$ cat src/rtl/apb_pkg.sv
// rtl/apb_pkg.sv - shared APB bus constants and completer state encoding
package apb_pkg;

    localparam int APB_ADDR_W  = 9;
    localparam int APB_DATA_W  = 8;
    localparam int APB_SEL_BIT = 8;

    typedef enum logic {
        IDLE   = 1'b0,
        ACCESS = 1'b1
    } apb_state_e;

endpackage

$ cat src/rtl/apb_slave_regfile.sv
// rtl/apb_slave_regfile.sv - flop array with one sync write port and one comb read port
module apb_slave_regfile #(
    parameter int ADDR_W = 8,
    parameter int DATA_W = 8,
    parameter int DEPTH  = 256
) (
    input  logic              pclk,
    input  logic              preset,
    input  logic              we,
    input  logic [ADDR_W-1:0] waddr,
    input  logic [DATA_W-1:0] wdata,
    input  logic [ADDR_W-1:0] raddr,
    output logic [DATA_W-1:0] rdata
);

    localparam int IDX_W = (DEPTH > 1) ? $clog2(DEPTH) : 1;

    logic [DATA_W-1:0] mem [DEPTH];

    logic w_in_range;
    logic r_in_range;

    assign w_in_range = 32'(waddr) < DEPTH;
    assign r_in_range = 32'(raddr) < DEPTH;

    // Storage: cleared on reset, written only for in-range addresses
    always_ff @(posedge pclk or negedge preset) begin
        if (!preset) begin
            for (int i = 0; i < DEPTH; i++) begin
                mem[i] <= '0;
            end
        end else if (we && w_in_range) begin
            mem[waddr[IDX_W-1:0]] <= wdata;
        end
    end

    // Read port: out-of-range addresses read as zero
    always_comb begin
        rdata = '0;
        if (r_in_range) begin
            rdata = mem[raddr[IDX_W-1:0]];
        end
    end

endmodule

$ cat src/rtl/apb_slave_mem.sv
// rtl/apb_slave_mem.sv - APB completer with wait states and error response over a flop memory
module apb_slave_mem
    import apb_pkg::*;
#(
    parameter int ADDR_W      = 8,
    parameter int DATA_W      = 8,
    parameter int DEPTH       = 256,
    parameter int WAIT_STATES = 0
) (
    input  logic                  pclk,
    input  logic                  preset,
    input  logic                  psel,
    input  logic                  penable,
    input  logic                  pwrite,
    input  logic [APB_ADDR_W-1:0] paddr,
    input  logic [DATA_W-1:0]     pwdata,
    output logic [DATA_W-1:0]     prdata,
    output logic                  pready,
    output logic                  pslverr
);

    localparam logic [ADDR_W:0] DEPTH_CMP = (ADDR_W + 1)'(DEPTH);

    apb_state_e        state, state_n;
    logic [3:0]        cnt, cnt_n;
    logic [ADDR_W-1:0] addr_q;
    logic              wr_q;
    logic [DATA_W-1:0] wdata_q;
    logic              capture;
    logic              we;
    logic              addr_err;
    logic [DATA_W-1:0] rdata;

    // Upper address bits select the completer upstream and are not decoded here
    logic [APB_ADDR_W-ADDR_W-1:0] unused_paddr;
    assign unused_paddr = paddr[APB_ADDR_W-1:ADDR_W];

    assign addr_err = {1'b0, addr_q} >= DEPTH_CMP;

    apb_slave_regfile #(
        .ADDR_W (ADDR_W),
        .DATA_W (DATA_W),
        .DEPTH  (DEPTH)
    ) u_regfile (
        .pclk   (pclk),
        .preset (preset),
        .we     (we),
        .waddr  (addr_q),
        .wdata  (wdata_q),
        .raddr  (addr_q),
        .rdata  (rdata)
    );

    // State, wait counter and setup-phase capture registers
    always_ff @(posedge pclk or negedge preset) begin
        if (!preset) begin
            state   <= IDLE;
            cnt     <= '0;
            addr_q  <= '0;
            wr_q    <= 1'b0;
            wdata_q <= '0;
        end else begin
            state <= state_n;
            cnt   <= cnt_n;
            if (capture) begin
                addr_q  <= paddr[ADDR_W-1:0];
                wr_q    <= pwrite;
                wdata_q <= pwdata;
            end
        end
    end

    // Next state, wait countdown and bus response; no response while deselected or in reset
    always_comb begin
        state_n = state;
        cnt_n   = cnt;
        capture = 1'b0;
        we      = 1'b0;
        pready  = 1'b0;
        pslverr = 1'b0;
        prdata  = '0;
        if (psel && preset) begin
            case (state)
                IDLE: begin
                    if (!penable) begin
                        capture = 1'b1;
                        cnt_n   = 4'(WAIT_STATES);
                        state_n = ACCESS;
                    end else begin
                        // Access phase without a setup: error out at once, stay idle
                        pready  = 1'b1;
                        pslverr = 1'b1;
                    end
                end
                ACCESS: begin
                    if (!penable) begin
                        // Master fell back to setup: restart the transfer
                        capture = 1'b1;
                        cnt_n   = 4'(WAIT_STATES);
                    end else if (cnt != 4'd0) begin
                        cnt_n = cnt - 4'd1;
                    end else begin
                        pready  = 1'b1;
                        pslverr = addr_err;
                        we      = wr_q && !addr_err;
                        if (!wr_q && !addr_err) begin
                            prdata = rdata;
                        end
                        state_n = IDLE;
                    end
                end
                default: state_n = IDLE;
            endcase
        end else begin
            state_n = IDLE;
        end
    end

endmodule

$ cat config.mk
export PLATFORM = sky130hd
export DESIGN_NAME = apb_slave_mem
export DESIGN_NICKNAME = d
export VERILOG_FILES = /design/src/rtl/apb_pkg.sv /design/src/rtl/apb_slave_regfile.sv /design/src/rtl/apb_slave_mem.sv
export SDC_FILE = /design/constraint.sdc
export NUM_CORES = 2
export LEC_CHECK = 0
export ABC_CLOCK_PERIOD_IN_PS = 8700
export CAP_MARGIN = 25
export CORE_MARGIN = 2
export CORE_UTILIZATION = 65
export DETAILED_ROUTE_END_ITERATION = 10
export PLACE_DENSITY = 0.81
export SYNTH_ARGS = -nofsm -noshare
export SYNTH_HDL_FRONTEND = slang
export SYNTH_SLANG_ARGS = --single-unit
$ cat constraint.sdc
create_clock -name pclk -period 8.7 [get_ports pclk]
set_clock_uncertainty 0.05 [all_clocks]
set_input_delay 1.305 -clock pclk [delete_from_list [all_inputs] [get_ports pclk]]
set_output_delay 1.305 -clock pclk [all_outputs]
set_load 0.005 [all_outputs]
==> impl_metrics.py <==
metrics = {
    "yosys": {
        "syn_avg_cell_area_um2": 15.1,
        "synth-seq-cells": 2070,
        "synth_edf_count": 0,
        "syn_area_um2": 95000,
        "yosysSeqAreaShare_pct": 54.5,
        "netlist_instances": 6306,
        "yosysTopAreaCell": "dfrtp_1",
        "synth_area_leaders": "dfrtp_1 (55%), mux2_2 (24%), mux4_2 (9.3%), mux2i_1 (2.6%), clkbuf_1 (1.2%)",
        "synthDistinctLibCells": 65,
        "synth_xor_area_share_pct": 0.0184,
        "synth_fa_ha_area_share_pct": 0.0132,
        "synth_top_family_by_area": "multiplexers",
        "synth_compound_area_share_pct": 2.74,
        "ys_warn_count": 0,
        "muxShareOfSynthArea_pct": 36.3,
        "synth-simple-area-share_pct": 4.23,
        "synth_top_area_share_pct": 54.5,
        "syn_nets": 6329,
        "async_flop_share_pct": 100,
        "synth-main-ff-cell": "dfrtp_1",
    },
    "route": {
        "avgViaCountPerCell": 6.80,
        "drc": 0,
        "vias": 56400,
        "drtIter0Drc": 5291,
        "dr.pass1.iters": 6,
        "antenna_left": 0,
        "post_drt_wl_per_cell_um": 29.3,
        "wirelength_um": 243000,
    },
    "power_and_ir_drop": {
        "seqPwrFrac_pct": 47.2,
        "p_int_mw": 15.4,
        "power.leakage_nw": 49.8,
        "ir_worst_vdd_v": 0.000183,
        "power_switching_mw": 5.40,
        "combinationalPowerShare_pct": 10.3,
        "powerDensity_nw_per_um2": 199,
        "clkPwrFrac_pct": 42.5,
        "p_sw_share_pct": 26.0,
    },
    "timing": {
        "tns_ps": 0,
        "post-route-period-util_pct": 82.4,
        "max_slew.worst_pin.slew_ps": 1140,
        "fmax_mhz": 139,
        "period_needed_ps": 7170,
        "rsz0062_at_grt": "false",
        "maxSlewViolCount": 0,
        "relSlewSlack_pct": 24.2,
        "final-setup-viol-count": 0,
        "hold_viol": 0,
    },
    "placed_design": {
        "dp.cells": 7917,
        "port_buffers": 30,
        "gp_congestion": 0.899,
        "dp_hpwl_um": 153000,
    },
    "clocking": {
        "cts_buffers": 205,
        "clock_latency_ps": 840,
        "cts.repair.resized": 0,
        "cts_setup_buffers": 0,
        "h-tree-depth": 4,
        "ctsHoldBuffers": 0,
        "cts.reportedPaths.clkPinSlew_ps": 60,
        "cts.sinks": 2070,
        "tritoncts": "built",
        "cts_root_buffer": "clkbuf_16",
        "cts_max_path_buffers": 3,
    },
    "worst_setup_path": {
        "path_cells": "buf_12 -> and2_1 -> buf_4 -> a22oi_1 -> a22oi_1 -> o22ai_1 -> o21ai_0 -> nand4b_1 -> clkdlybuf4s50_1",
        "cp_common_cell": "a22oi_1",
        "crit_type": "reg2out",
        "cp.required_ps": 7340,
        "crit_arrival_ps": 5820,
        "slowest_stage": "dfrtp_4",
        "cp_max_fo": 99,
        "critical_path.max_stage_delay_ps": 820,
        "startpoint_type": "register",
        "worstSetupEndpointType": "output pin",
    },
    "outcome": {
        "status": "completed",
    },
    "grt": {
        "grt_max_degree": 176,
        "grt-ovfl-total": 0,
        "grt_usage_pct": 33.3,
        "grt_pass1_wl_um": 371000,
        "antenna_found_initial": 4,
        "grt_pass1_vias": 58700,
    },
    "cells_and_area": {
        "finish.utilization_pct": 71.7,
        "nNetsFinal": 6247,
        "layout-drive-gt1-share_pct": 50.1,
        "instances_no_fill": 8299,
        "area_growth_pct": 9.63,
    },
    "die": {
        "rows": 140,
        "die_w_um": 386,
        "die_h_um": 386,
        "core-area_um2": 145000,
        "pin_count": 32,
        "dieArea_um2": 149000,
        "start_util_pct": 65.4,
    },
    "job": {
        "cap_violations": 0,
    },
    "worst_hold_path": {
        "min_path_type": "in2async",
    },
}
## cells in the final DEF (no fill, tap or decap), types with 55 or more instances in the layout
| master | instances |
|---|---|
| dfrtp_1 | 2058 |
| mux2_2 | 2053 |
| mux4_2 | 392 |
| mux2i_1 | 243 |
| clkbuf_16 | 214 |
| nand2_1 | 187 |
| nor2_2 | 173 |
| a22oi_1 | 116 |
| buf_4 | 113 |
| clkbuf_1 | 66 |
| nand3_1 | 55 |
| clkbuf_8 | 55 |
## metal layers
layer | global-route usage [%] | vias up | part of all wire (%)
li1 | - | 23300 | -
met1 | 47.5 | 30600 | 41
met2 | 50.6 | 2083 | 47
met3 | 7.87 | 480 | 8.1
met4 | 11.9 | 2 | 3.7
met5 | 0 | - | 0.0053
## synthesized netlist by cell type, types with 11 or more instances
library cell / instances
a211oi_1: 16
dfrtp_1: 2070
a21oi_1: 36
o22ai_1: 41
nor2b_1: 15
clkbuf_1: 296
buf_2: 97
nand2_1: 192
o21ai_0: 52
buf_4: 39
buf_1: 27
nor2_2: 168
a22o_1: 14
nor2_4: 20
mux4_2: 392
nand3_1: 58
a22oi_1: 116
mux2_2: 2053
nand4_1: 50
a221oi_1: 35
nand2_2: 45
mux2i_1: 243
nor2_1: 48
nor3_1: 21
a32oi_1: 16
and3_1: 11
## worst max-delay path: cells and delay by family (launching register included)
| kind | cells | cell delay (ps) |
|---|---|---|
| buffers and inverters | 3 | 1580 |
| AOI/OAI and AO/OA | 4 | 1300 |
| DFF | 1 | 820 |
| and+or+nand+nor | 2 | 1170 |
## power groups by stage
stage	clock, mW	combinational, mW	sequential, mW
floorplan	0	1.33	9.84
detailed placement	0	2.05	10.0
finish	8.83	2.14	9.82
CTS	8.90	2.06	9.83
global placement	0	2.02	10.0
global route	9.31	2.26	9.82
## area by class of cell
cell class              count  area, µm²
well taps                1917       2400
diodes                      1       2.50
inverters                   5       18.8
clock inverters            29        352
multi-input cells        3764      41300
flip-flops and latches   2070      51800
clock buffers             335       6360
repair buffers            178       1970
fillers                  9178      41200
## final timing paths
kind	start	to	cells after the start	slack, ps
worst max-delay path	addr_q[2]	prdata[6]	9	1530
worst min-delay path	preset	u_regfile.mem[51]	1	410
worst max register to register	addr_q[0]	u_regfile.mem[1079]	9	4040
worst min register to register	u_regfile.mem[830]	u_regfile.mem[830]	1	440
max in group asynchronous	preset	u_regfile.mem[379]	5	4300
min in group pclk	u_regfile.mem[830]	u_regfile.mem[830]	1	440
## sequential cells by signal, summed over array words and instances (netlist names)
register / flops
wr_q: 1
addr_q: 8
u_regfile.mem: 2048
state: 1
cnt: 4
wdata_q: 8
## logic make-up after synthesis
| family | after synthesis |
|---|---|
| buffers and inverters | 472 |
| muxes | 2698 |
| xor gates and xnor gates | 2 |
| adders and majority gates | 1 |
| AOI/OAI and AO/OA | 370 |
| and+or+nand+nor | 693 |
| DFF | 2070 |
## stage by stage
stage	area (µm²)	total power [mW]	setup WS, ps	hold WS, ps
after floorplan	95000	11.2	4210	409
after global placement	97000	12.0	2160	419
after detailed placement	97100	12.1	2110	433
after CTS	104000	20.8	1660	408
after global routing	104000	21.4	1510	439
final	104000	20.8	1530	405
(Power assumes the default switching activity.)
